==> src/rtl/mult_nm_bit_if.sv <==
// ---------------------------------------------------------------------------
// mult_nm_bit_if
// Operand/result bundle for the mult_nm_bit unsigned array multiplier.
//
// Signals:
//   in_valid  : operands A/B valid this cycle          (master -> slave)
//   A         : N-bit unsigned multiplicand            (master -> slave)
//   B         : M-bit unsigned multiplier              (master -> slave)
//   Prod      : (N+M)-bit registered product A*B       (slave -> master)
//   out_valid : Prod holds a new result this cycle     (slave -> master)
//
// Modports:
//   master : operand source / result consumer
//   slave  : the multiplier
// ---------------------------------------------------------------------------
interface mult_nm_bit_if #(
    parameter int N = 4,
    parameter int M = 5
);
    logic             in_valid;
    logic [N-1:0]     A;
    logic [M-1:0]     B;
    logic [N+M-1:0]   Prod;
    logic             out_valid;

    modport master (
        output in_valid,
        output A,
        output B,
        input  Prod,
        input  out_valid
    );

    modport slave (
        input  in_valid,
        input  A,
        input  B,
        output Prod,
        output out_valid
    );
endinterface

==> src/rtl/mult_nm_bit.sv <==
// ---------------------------------------------------------------------------
// mult_nm_bit
// Unsigned N-bit x M-bit structural array multiplier with a registered
// full-precision (N+M)-bit product and a valid flag travelling with it.
// Partial products pp[j][i] = A[i] & B[j] are reduced row by row with
// ripple-carry adder chains; no '*' operator is used.
//
// Ports:
//   clk  : rising-edge clock
//   rst  : asynchronous, active-high reset (clears all registers)
//   bus  : mult_nm_bit_if.slave -- in_valid, A, B in; Prod, out_valid out
//
// Build option:
//   MULT_NM_PIPE_IN_EN : when defined, A/B/in_valid are registered before
//                        the array (latency 2). Otherwise latency is 1.
// ---------------------------------------------------------------------------
module mult_nm_bit #(
    parameter int N = 4,
    parameter int M = 5
) (
    input  logic            clk,
    input  logic            rst,
    mult_nm_bit_if.slave    bus
);

    localparam int P = N + M;

    logic [N-1:0] a_op;
    logic [M-1:0] b_op;
    logic         vld_op;

`ifdef MULT_NM_PIPE_IN_EN
    // ---- stage p0: input registers ----
    logic [N-1:0] a_p0_q, a_p0_d;
    logic [M-1:0] b_p0_q, b_p0_d;
    logic         vld_p0_q, vld_p0_d;

    // Operands only load on a valid beat so idle-cycle garbage never
    // reaches the array; the valid bit tracks in_valid every cycle.
    always_comb begin
        a_p0_d   = a_p0_q;
        b_p0_d   = b_p0_q;
        vld_p0_d = bus.in_valid;
        if (bus.in_valid) begin
            a_p0_d = bus.A;
            b_p0_d = bus.B;
        end
    end

    always_ff @(posedge clk or posedge rst) begin
        if (rst) begin
            a_p0_q   <= '0;
            b_p0_q   <= '0;
            vld_p0_q <= 1'b0;
        end else begin
            a_p0_q   <= a_p0_d;
            b_p0_q   <= b_p0_d;
            vld_p0_q <= vld_p0_d;
        end
    end

    assign a_op   = a_p0_q;
    assign b_op   = b_p0_q;
    assign vld_op = vld_p0_q;
`else
    assign a_op   = bus.A;
    assign b_op   = bus.B;
    assign vld_op = bus.in_valid;
`endif

    // ---- array: combinational partial-product reduction ----
    // Row j holds an (N+1)-bit running sum. Its LSB is final product bit j;
    // the upper N bits are shifted down and added to the next partial
    // product row. The last row supplies the top N+1 product bits.
    logic [P-1:0] prod_w;

    for (genvar j = 0; j < M; j++) begin : g_row
        logic [N:0] acc;

        if (j == 0) begin : g_first
            assign acc = {1'b0, a_op & {N{b_op[0]}}};
        end else begin : g_add
            always_comb begin
                logic pp;
                logic x;
                logic c;
                // Bit 0 has no carry in, so the chain starts as a half adder.
                c   = 1'b0;
                acc = '0;
                for (int i = 0; i < N; i++) begin
                    pp     = a_op[i] & b_op[j];
                    x      = g_row[j-1].acc[i+1];
                    acc[i] = pp ^ x ^ c;
                    c      = (pp & x) | (c & (pp ^ x));
                end
                acc[N] = c;
            end
        end

        if (j < M - 1) begin : g_lsb
            assign prod_w[j] = acc[0];
        end
    end

    assign prod_w[P-1:M-1] = g_row[M-1].acc;

    // ---- stage p1: output register ----
    logic [P-1:0] prod_p1_q, prod_p1_d;
    logic         vld_p1_q, vld_p1_d;

    always_comb begin
        prod_p1_d = prod_p1_q;
        vld_p1_d  = vld_op;
        if (vld_op) begin
            prod_p1_d = prod_w;
        end
    end

    always_ff @(posedge clk or posedge rst) begin
        if (rst) begin
            prod_p1_q <= '0;
            vld_p1_q  <= 1'b0;
        end else begin
            prod_p1_q <= prod_p1_d;
            vld_p1_q  <= vld_p1_d;
        end
    end

    assign bus.Prod      = prod_p1_q;
    assign bus.out_valid = vld_p1_q;

endmodule

==> src/flat_wrapper.sv <==
// flat-port wrapper written by rule: the top's interface ports become plain ports
module mult_nm_bit_flat 
#(
    parameter int N = 4,
    parameter int M = 5
)
  (clk, rst, bus_in_valid, bus_A, bus_B, bus_Prod, bus_out_valid);
  mult_nm_bit_if #(.N(N), .M(M)) bus_i ();
  input  logic clk;
  input  logic rst;
  input wire logic [$bits(bus_i.in_valid)-1:0] bus_in_valid;
  input wire logic [$bits(bus_i.A)-1:0] bus_A;
  input wire logic [$bits(bus_i.B)-1:0] bus_B;
  output wire logic [$bits(bus_i.Prod)-1:0] bus_Prod;
  output wire logic [$bits(bus_i.out_valid)-1:0] bus_out_valid;
  assign bus_i.in_valid = bus_in_valid;
  assign bus_i.A = bus_A;
  assign bus_i.B = bus_B;
  assign bus_Prod = bus_i.Prod;
  assign bus_out_valid = bus_i.out_valid;
  mult_nm_bit #(.N(N), .M(M)) u_core (.clk(clk), .rst(rst), .bus(bus_i));
endmodule
==> config.mk <==
export PLATFORM = sky130hd
export DESIGN_NAME = mult_nm_bit_flat
export DESIGN_NICKNAME = d
export VERILOG_FILES = /design/src/rtl/mult_nm_bit_if.sv /design/src/rtl/mult_nm_bit.sv /design/src/flat_wrapper.sv
export SDC_FILE = /design/constraint.sdc
export NUM_CORES = 1
export LEC_CHECK = 0
export ABC_AREA = 0
export ABC_CLOCK_PERIOD_IN_PS = 800
export CAP_MARGIN = 40
export CORE_MARGIN = 2
export CORE_UTILIZATION = 47
export CTS_BUF_LIST = sky130_fd_sc_hd__clkbuf_16
export CTS_CLUSTER_DIAMETER = 200
export CTS_CLUSTER_SIZE = 28
export DETAILED_ROUTE_END_ITERATION = 10
export PLACE_DENSITY = 0.76
export SETUP_SLACK_MARGIN = 0.15
export SKIP_CTS_REPAIR_TIMING = 1
export SYNTH_ARGS = -nofsm -noshare
export SYNTH_HDL_FRONTEND = slang
export SYNTH_SLANG_ARGS = --single-unit
==> constraint.sdc <==
create_clock -name clk -period 0.8 [get_ports clk]
set_input_delay 0.12 -clock clk [delete_from_list [all_inputs] [get_ports clk]]
set_output_delay 0.12 -clock clk [all_outputs]
set_load 0.01 [all_outputs]
==> flow_summary.json, run 1 <==
{
  "detail_route.first_pass.iterations": 4,
  "area_of_the_multi_input_gates_um2": 592,
  "synth_edf_count": 0,
  "synth_commonest_cells": "13 x sky130_fd_sc_hd__and2_1, 12 x sky130_fd_sc_hd__inv_1, 11 x sky130_fd_sc_hd__fa_1",
  "portBuffers": 21,
  "detail_route.wirelength_um": 2140,
  "max_cap_violations": 0,
  "worstSetupPathType": "in2reg",
  "synth_seq_area_share": 0.308,
  "tritoncts_num_sinks": 10,
  "pwr_density_cell_mw_per_mm2": 2010,
  "routedWlPerCell_um": 16.9,
  "p_sw_frac": 0.281,
  "synth-async-reset-ratio": 1.00,
  "vias_per_cell": 4.99,
  "gr-total-overflow": 0,
  "cellInternalPower_w": 0.00193,
  "global_route_usage_over_all_layers": 0.221,
  "share_comb_of_total_power": 0.414,
  "fillCellCount": 100,
  "cp_cell_sequence": "buf_6 > and2_4 > ha_4 > fa_2 > inv_2 > fa_1 > inv_2 > fa_2 > fa_2 > inv_2 > fa_1 > fa_2 > fa_1 > fa_2 > inv_2 > fa_2 > mux2_4",
  "synth.lib_cells_used.distinct": 13,
  "ff_latch_area_um2": 250,
  "finalInstanceArea_mm2": 0.00134,
  "cts_root_buf": "sky130_fd_sc_hd__clkbuf_16",
  "placed_cells": 122,
  "die_area_mm2": 0.00208,
  "first_global_vias": 689,
  "worst_path_largest_cell_delay_ps": 530,
  "post-route-drc-count": 0,
  "gp_routability_congestion": 0.766,
  "timing.final.max_slew_violations": 0,
  "synth_area_leader_cell": "sky130_fd_sc_hd__dfrtp_1",
  "cts_buffers": 3,
  "routed-via-count": 634,
  "max_slew_margin": 0.847,
  "io_pins": 22,
  "p_leak_nw": 0.656,
  "place_worst_setup_slack_ps": -4150,
  "synth_top_area_share": 0.308,
  "antenna_violating_nets_post_route": 0,
  "clock_insertion_delay_worst_skew_ps": 230,
  "grt_first_pass_wirelength_um": 3080,
  "syn_inst": 69,
  "crit_path_top_delay_cell": "sky130_fd_sc_hd__fa_1",
  "rsz0062_at_grt": "true",
  "clock_tree_from_tritoncts": "built",
  "yosys_register_bits": 10,
  "min_path_type": "in2reg",
  "critPathCaptureType": "flip-flop",
  "seq_power_share": 0.264,
  "synthesis.yosys.warnings": 0,
  "dp_wirelength_um": 1380,
  "startpoint_type": "primary input",
  "die_width_um": 45.6,
  "hold_viol_final": 0,
  "min_period_ps": 4420,
  "synthesis.nets": 97,
  "clk_pwr_share": 0.322,
  "status": "finished with violations",
  "syn2layout_area_growth_pct": 64.2,
  "final-instance-count-excl-fill": 127,
  "antenna_found_initial": 0,
  "row_count": 15,
  "coreArea_mm2": 0.00167,
  "die_y_um": 45.6,
  "num-nets-final": 140,
  "postSynthAreaPerCell_um2": 11.8,
  "cts.reportedPaths.clkPinSlew_ps": 40,
  "ys_dominant_reg_cell": "sky130_fd_sc_hd__dfrtp_1",
  "worst-path-max-fanout": 3,
  "vdd_ir_drop_max_mv": 2.08,
  "clock-skew-final_ps": 0,
  "synth.cell_area_um2": 813,
  "pin_count_of_the_biggest_net_entering_global_routing": 13,
  "yosys.cell_count.top_type": "sky130_fd_sc_hd__and2_1",
  "netSwitchingPower_w": 0.000752,
  "clock_tree_buffer_depth": 2,
  "min_period_over_period": 5.52,
  "tightestPinTransition_ps": 229,
  "cts.htree.levels": 1,
  "design_power_total_w": 0.00268,
  "final_core_utilization": 0.799,
  "synthTopCellsByArea": "sky130_fd_sc_hd__dfrtp_1 31%, sky130_fd_sc_hd__fa_1 27%, sky130_fd_sc_hd__mux2_4 11%",
  "critPathArrivalTime_ps": 4530,
  "diodes": 0,
  "layout_cells_sized_above_1": 0.582,
  "critPathMostFrequentCell": "sky130_fd_sc_hd__fa_2",
  "timing.fmax_ghz": 0.226,
  "dpl_cell_area_mm2": 0.00125,
  "failed_checks": "setup timing",
  "post-route-worst-setup-slack_ps": -3620,
  "required_ps": 920,
  "setup_violation_total_in_the_final_timing_report": 18,
  "floorplan.initialDensity": 0.487,
  "drc_violation_total_after_the_first_tritonroute_iteration": 8
}
[layout make-up]
cell class | count | area share
inverter | 12 | 0.0337
tap | 17 | 0.0159
timing repair buffer | 39 | 0.263
clock buffer | 3 | 0.0562
sequential | 10 | 0.187
multi-input combinational | 46 | 0.443
[power groups by stage]
stage | registers (W) | logic, W | clock network [W]
2_1_floorplan | 0.000770 | 0.000494 | 0
5_1_grt | 0.000718 | 0.00121 | 0.000895
6_report | 0.000707 | 0.00111 | 0.000864
3_3_place_gp | 0.000704 | 0.00112 | 0
4_1_cts | 0.000707 | 0.00119 | 0.000865
3_5_place_dp | 0.000708 | 0.00116 | 0
[sequential cells by signal (all words and copies together), names as in the netlist]
signal,count
u_core.bus.Prod,9
u_core.bus.out_valid,1
[layout by cell type (no fill, tap or decap), drive strengths merged]
cell type | netlist | final
clkbuf | 0 | 14
dlymetal6s2s | 0 | 2
nor2 | 1 | 1
a21oi | 1 | 1
clkdlybuf4s50 | 0 | 5
and2 | 13 | 13
nand2 | 6 | 6
nand3 | 1 | 1
inv | 12 | 12
mux2 | 7 | 7
o21ai | 1 | 1
buf | 1 | 21
fa | 11 | 11
ha | 5 | 5
dfrtp | 10 | 10
[metrics by stage]
step / TNS [ps] / hold WS [ps]
after floorplan: -17070 / -39.8
after global routing: -18690 / 201
after global placement: -23920 / 426
after detailed placement: -24210 / 439
after CTS: -24830 / 217
final: -17920 / 168
[worst max-delay path, delay by kind of cell]
kind | cells | cell delay [ps]
simple gates | 1 | 140
buf+inv | 5 | 290
fa+ha+maj | 10 | 3700
mux | 1 | 270
[cell families after synthesis]
group,count (synthesis),share of synthesized area
fa+ha+maj,16,0.348
flops,10,0.308
mux,7,0.125
simple gates,21,0.138
compound gates,2,0.0123
buf+inv,13,0.0692
[final timing paths]
| path | start | end | slack [ps] | depth (start not counted) |
|---|---|---|---|---|
| min in group asynchronous | rst | u_core.bus.Prod[6] | 210 | 3 |
| worst min-delay path | bus_B[0] | u_core.bus.Prod[0] | 170 | 3 |
| worst min register to register | u_core.bus.Prod[2] | u_core.bus.Prod[2] | 510 | 1 |
| worst max-delay path | bus_B[1] | u_core.bus.Prod[7] | -3620 | 17 |
| worst max register to register | u_core.bus.Prod[8] | u_core.bus.Prod[8] | -100 | 2 |
| max in group asynchronous | rst | u_core.bus.Prod[0] | 490 | 3 |
[layer usage]
layer,global-route usage,share of wire,up-vias
met4,0.0353,0.020,0
met2,0.425,0.57,13
li1,-,-,295
met3,0.0714,0.029,4
met1,0.232,0.38,322
met5,0,0,-
(Power assumes the default switching activity.)
==> run 2: changes to the inputs <==
--- a/config.mk
+++ b/config.mk
@@ -14,7 +14,8 @@
 export CTS_CLUSTER_DIAMETER = 200
 export CTS_CLUSTER_SIZE = 28
 export DETAILED_ROUTE_END_ITERATION = 10
-export PLACE_DENSITY = 0.76
+export GPL_ROUTABILITY_DRIVEN = 0
+export PLACE_DENSITY = 0.89
 export SETUP_SLACK_MARGIN = 0.15
 export SKIP_CTS_REPAIR_TIMING = 1
 export SYNTH_ARGS = -nofsm -noshare
==> run 2 against run 1 <==
  * The flow still finishes with violations (setup timing)
  * Critical path depth unchanged
  * Flip-flop and latch count unchanged
  * Non-clock buffer count down 1
  * Setup slack better by 190 ps
  * Via count up 2.5%
  * Clock skew unchanged
  * Combinational power down 4%
  * Clock-buffer cell count unchanged
  * Sequential share of layout area up 0.053 points
  * Core utilization down 0.22 points
  * Critical endpoint unchanged
==> flow_summary.json, run 2 (synthesis results as in run 1) <==
{
  "required_ps": 920,
  "timing.fmax_ghz": 0.237,
  "netSwitchingPower_w": 0.000788,
  "clk_pwr_share": 0.338,
  "antenna_violating_nets_post_route": 0,
  "drc_violation_total_after_the_first_tritonroute_iteration": 8,
  "worst-path-max-fanout": 5,
  "tritoncts_num_sinks": 10,
  "die_area_mm2": 0.00208,
  "routedWlPerCell_um": 16.5,
  "status": "finished with violations",
  "p_leak_nw": 0.663,
  "layout_cells_sized_above_1": 0.591,
  "max_slew_margin": 0.854,
  "cts_root_buf": "sky130_fd_sc_hd__clkbuf_16",
  "portBuffers": 21,
  "dpl_cell_area_mm2": 0.00123,
  "final-instance-count-excl-fill": 127,
  "tightestPinTransition_ps": 218,
  "pwr_density_cell_mw_per_mm2": 2030,
  "clock-skew-final_ps": 0,
  "seq_power_share": 0.265,
  "post-route-drc-count": 0,
  "syn2layout_area_growth_pct": 63.7,
  "die_y_um": 45.6,
  "cellInternalPower_w": 0.00191,
  "p_sw_frac": 0.291,
  "critPathCaptureType": "flip-flop",
  "grt_first_pass_wirelength_um": 3190,
  "critPathMostFrequentCell": "sky130_fd_sc_hd__fa_2",
  "max_cap_violations": 0,
  "min_period_ps": 4220,
  "vias_per_cell": 5.12,
  "detail_route.wirelength_um": 2090,
  "global_route_usage_over_all_layers": 0.234,
  "min_path_type": "in2async",
  "cts.htree.levels": 1,
  "diodes": 0,
  "placed_cells": 121,
  "met3_routed_wirelength_um": 71,
  "min_period_over_period": 5.28,
  "rsz0062_at_grt": "true",
  "detail_route.first_pass.iterations": 4,
  "pin_count_of_the_biggest_net_entering_global_routing": 13,
  "layout.cells.most_common_list": "14 x sky130_fd_sc_hd__buf_4, 10 x sky130_fd_sc_hd__and2_1, 10 x sky130_fd_sc_hd__dfrtp_1",
  "timing.final.max_slew_violations": 0,
  "routed-via-count": 650,
  "largest_register_ffs": 9,
  "dp_wirelength_um": 1410,
  "routed.top_layer": "met4",
  "finalInstanceArea_mm2": 0.00133,
  "clock_insertion_delay_worst_skew_ps": 230,
  "coreArea_mm2": 0.00167,
  "share_comb_of_total_power": 0.397,
  "worst_path_largest_cell_delay_ps": 470,
  "gr-total-overflow": 0,
  "wl_met2_um": 1210,
  "crit_path_top_delay_cell": "sky130_fd_sc_hd__fa_1",
  "clock_tree_buffer_depth": 2,
  "num-nets-final": 139,
  "critPathArrivalTime_ps": 4340,
  "clock_tree_from_tritoncts": "built",
  "cts.reportedPaths.clkPinSlew_ps": 50,
  "startpoint_type": "primary input",
  "final_core_utilization": 0.797,
  "failed_checks": "setup timing",
  "hold_viol_final": 0,
  "die_width_um": 45.6,
  "routedLengthMet1_um": 757,
  "io_pins": 22,
  "floorplan.initialDensity": 0.487,
  "first_global_vias": 725,
  "antenna_found_initial": 0,
  "post-route-worst-setup-slack_ps": -3420,
  "cp_cell_sequence": "buf_8 > and2_4 > ha_4 > fa_2 > inv_2 > fa_1 > inv_1 > fa_2 > fa_2 > inv_2 > fa_1 > fa_2 > fa_1 > fa_2 > inv_2 > fa_2 > mux2_4",
  "setup_violation_total_in_the_final_timing_report": 18,
  "worstSetupPathType": "in2reg",
  "cts_buffers": 3,
  "vdd_ir_drop_max_mv": 1.55,
  "row_count": 15,
  "final_common_cell": "sky130_fd_sc_hd__buf_4"
}
[run 2: cell types whose count changed in the layout (fill, tap and decap cells not counted), sizes merged]
| cell | delta |
|---|---|
| clkbuf | -1 |
| clkdlybuf4s50 | -1 |
| dlymetal6s2s | +1 |
| clkinv | +1 |
[run 2: worst max-delay path: cells and delay by family]
kind                     cells  cell delay (ps)
multiplexers                 1              280
adder cells (fa/ha/maj)     10             3500
buffers and inverters        5              290
AND/OR/NAND/NOR              1              140
[run 2: layout make-up]
class	instances	area, um2
clock buffer	3	75.1
tap	17	21.3
multi-input combinational	46	588
timing repair buffer	38	348
sequential	10	250
fill	94	339
inverter	12	45.0
clock inverter	1	3.75
[run 2: path summary, 6_finish.rpt]
path / from / endpoint / slack [ps] / cells past startpoint
max: bus_A[1] / u_core.bus.Prod[7] / -3420 / 17
min: rst / u_core.bus.Prod[8] / 180 / 3
max reg2reg: u_core.bus.Prod[1] / u_core.bus.Prod[1] / -90 / 2
min reg2reg: u_core.bus.Prod[5] / u_core.bus.Prod[5] / 530 / 1
max in group asynchronous: rst / u_core.bus.Prod[1] / 460 / 3
min in group clk: bus_B[0] / u_core.bus.Prod[0] / 250 / 4
[run 2: routing by layer]
metal,global-route usage,vias up
li1,-,294
met2,0.423,20
met3,0.0714,4
met4,0.0941,0
met1,0.249,332
met5,0,-
[run 2: power by group through the flow]
stage	logic [W]	registers (W)	clock network, W
after global routing	0.00116	0.000735	0.000944
after detailed placement	0.00113	0.000716	0
final	0.00107	0.000717	0.000913
after CTS	0.00116	0.000720	0.000918
after global placement	0.00109	0.000704	0
after floorplan	0.000494	0.000770	0
[run 2: metrics by stage]
step	worst slack (ps)	setup TNS, ps	hold slack, ps	total power [W]
3_3_place_gp	-4130	-24100	400	0.00180
3_5_place_dp	-4190	-24650	431	0.00185
4_1_cts	-3980	-25230	192	0.00280
6_report	-3420	-17360	185	0.00270
2_1_floorplan	-3470	-17070	-39.8	0.00126
5_1_grt	-3520	-18140	206	0.00284
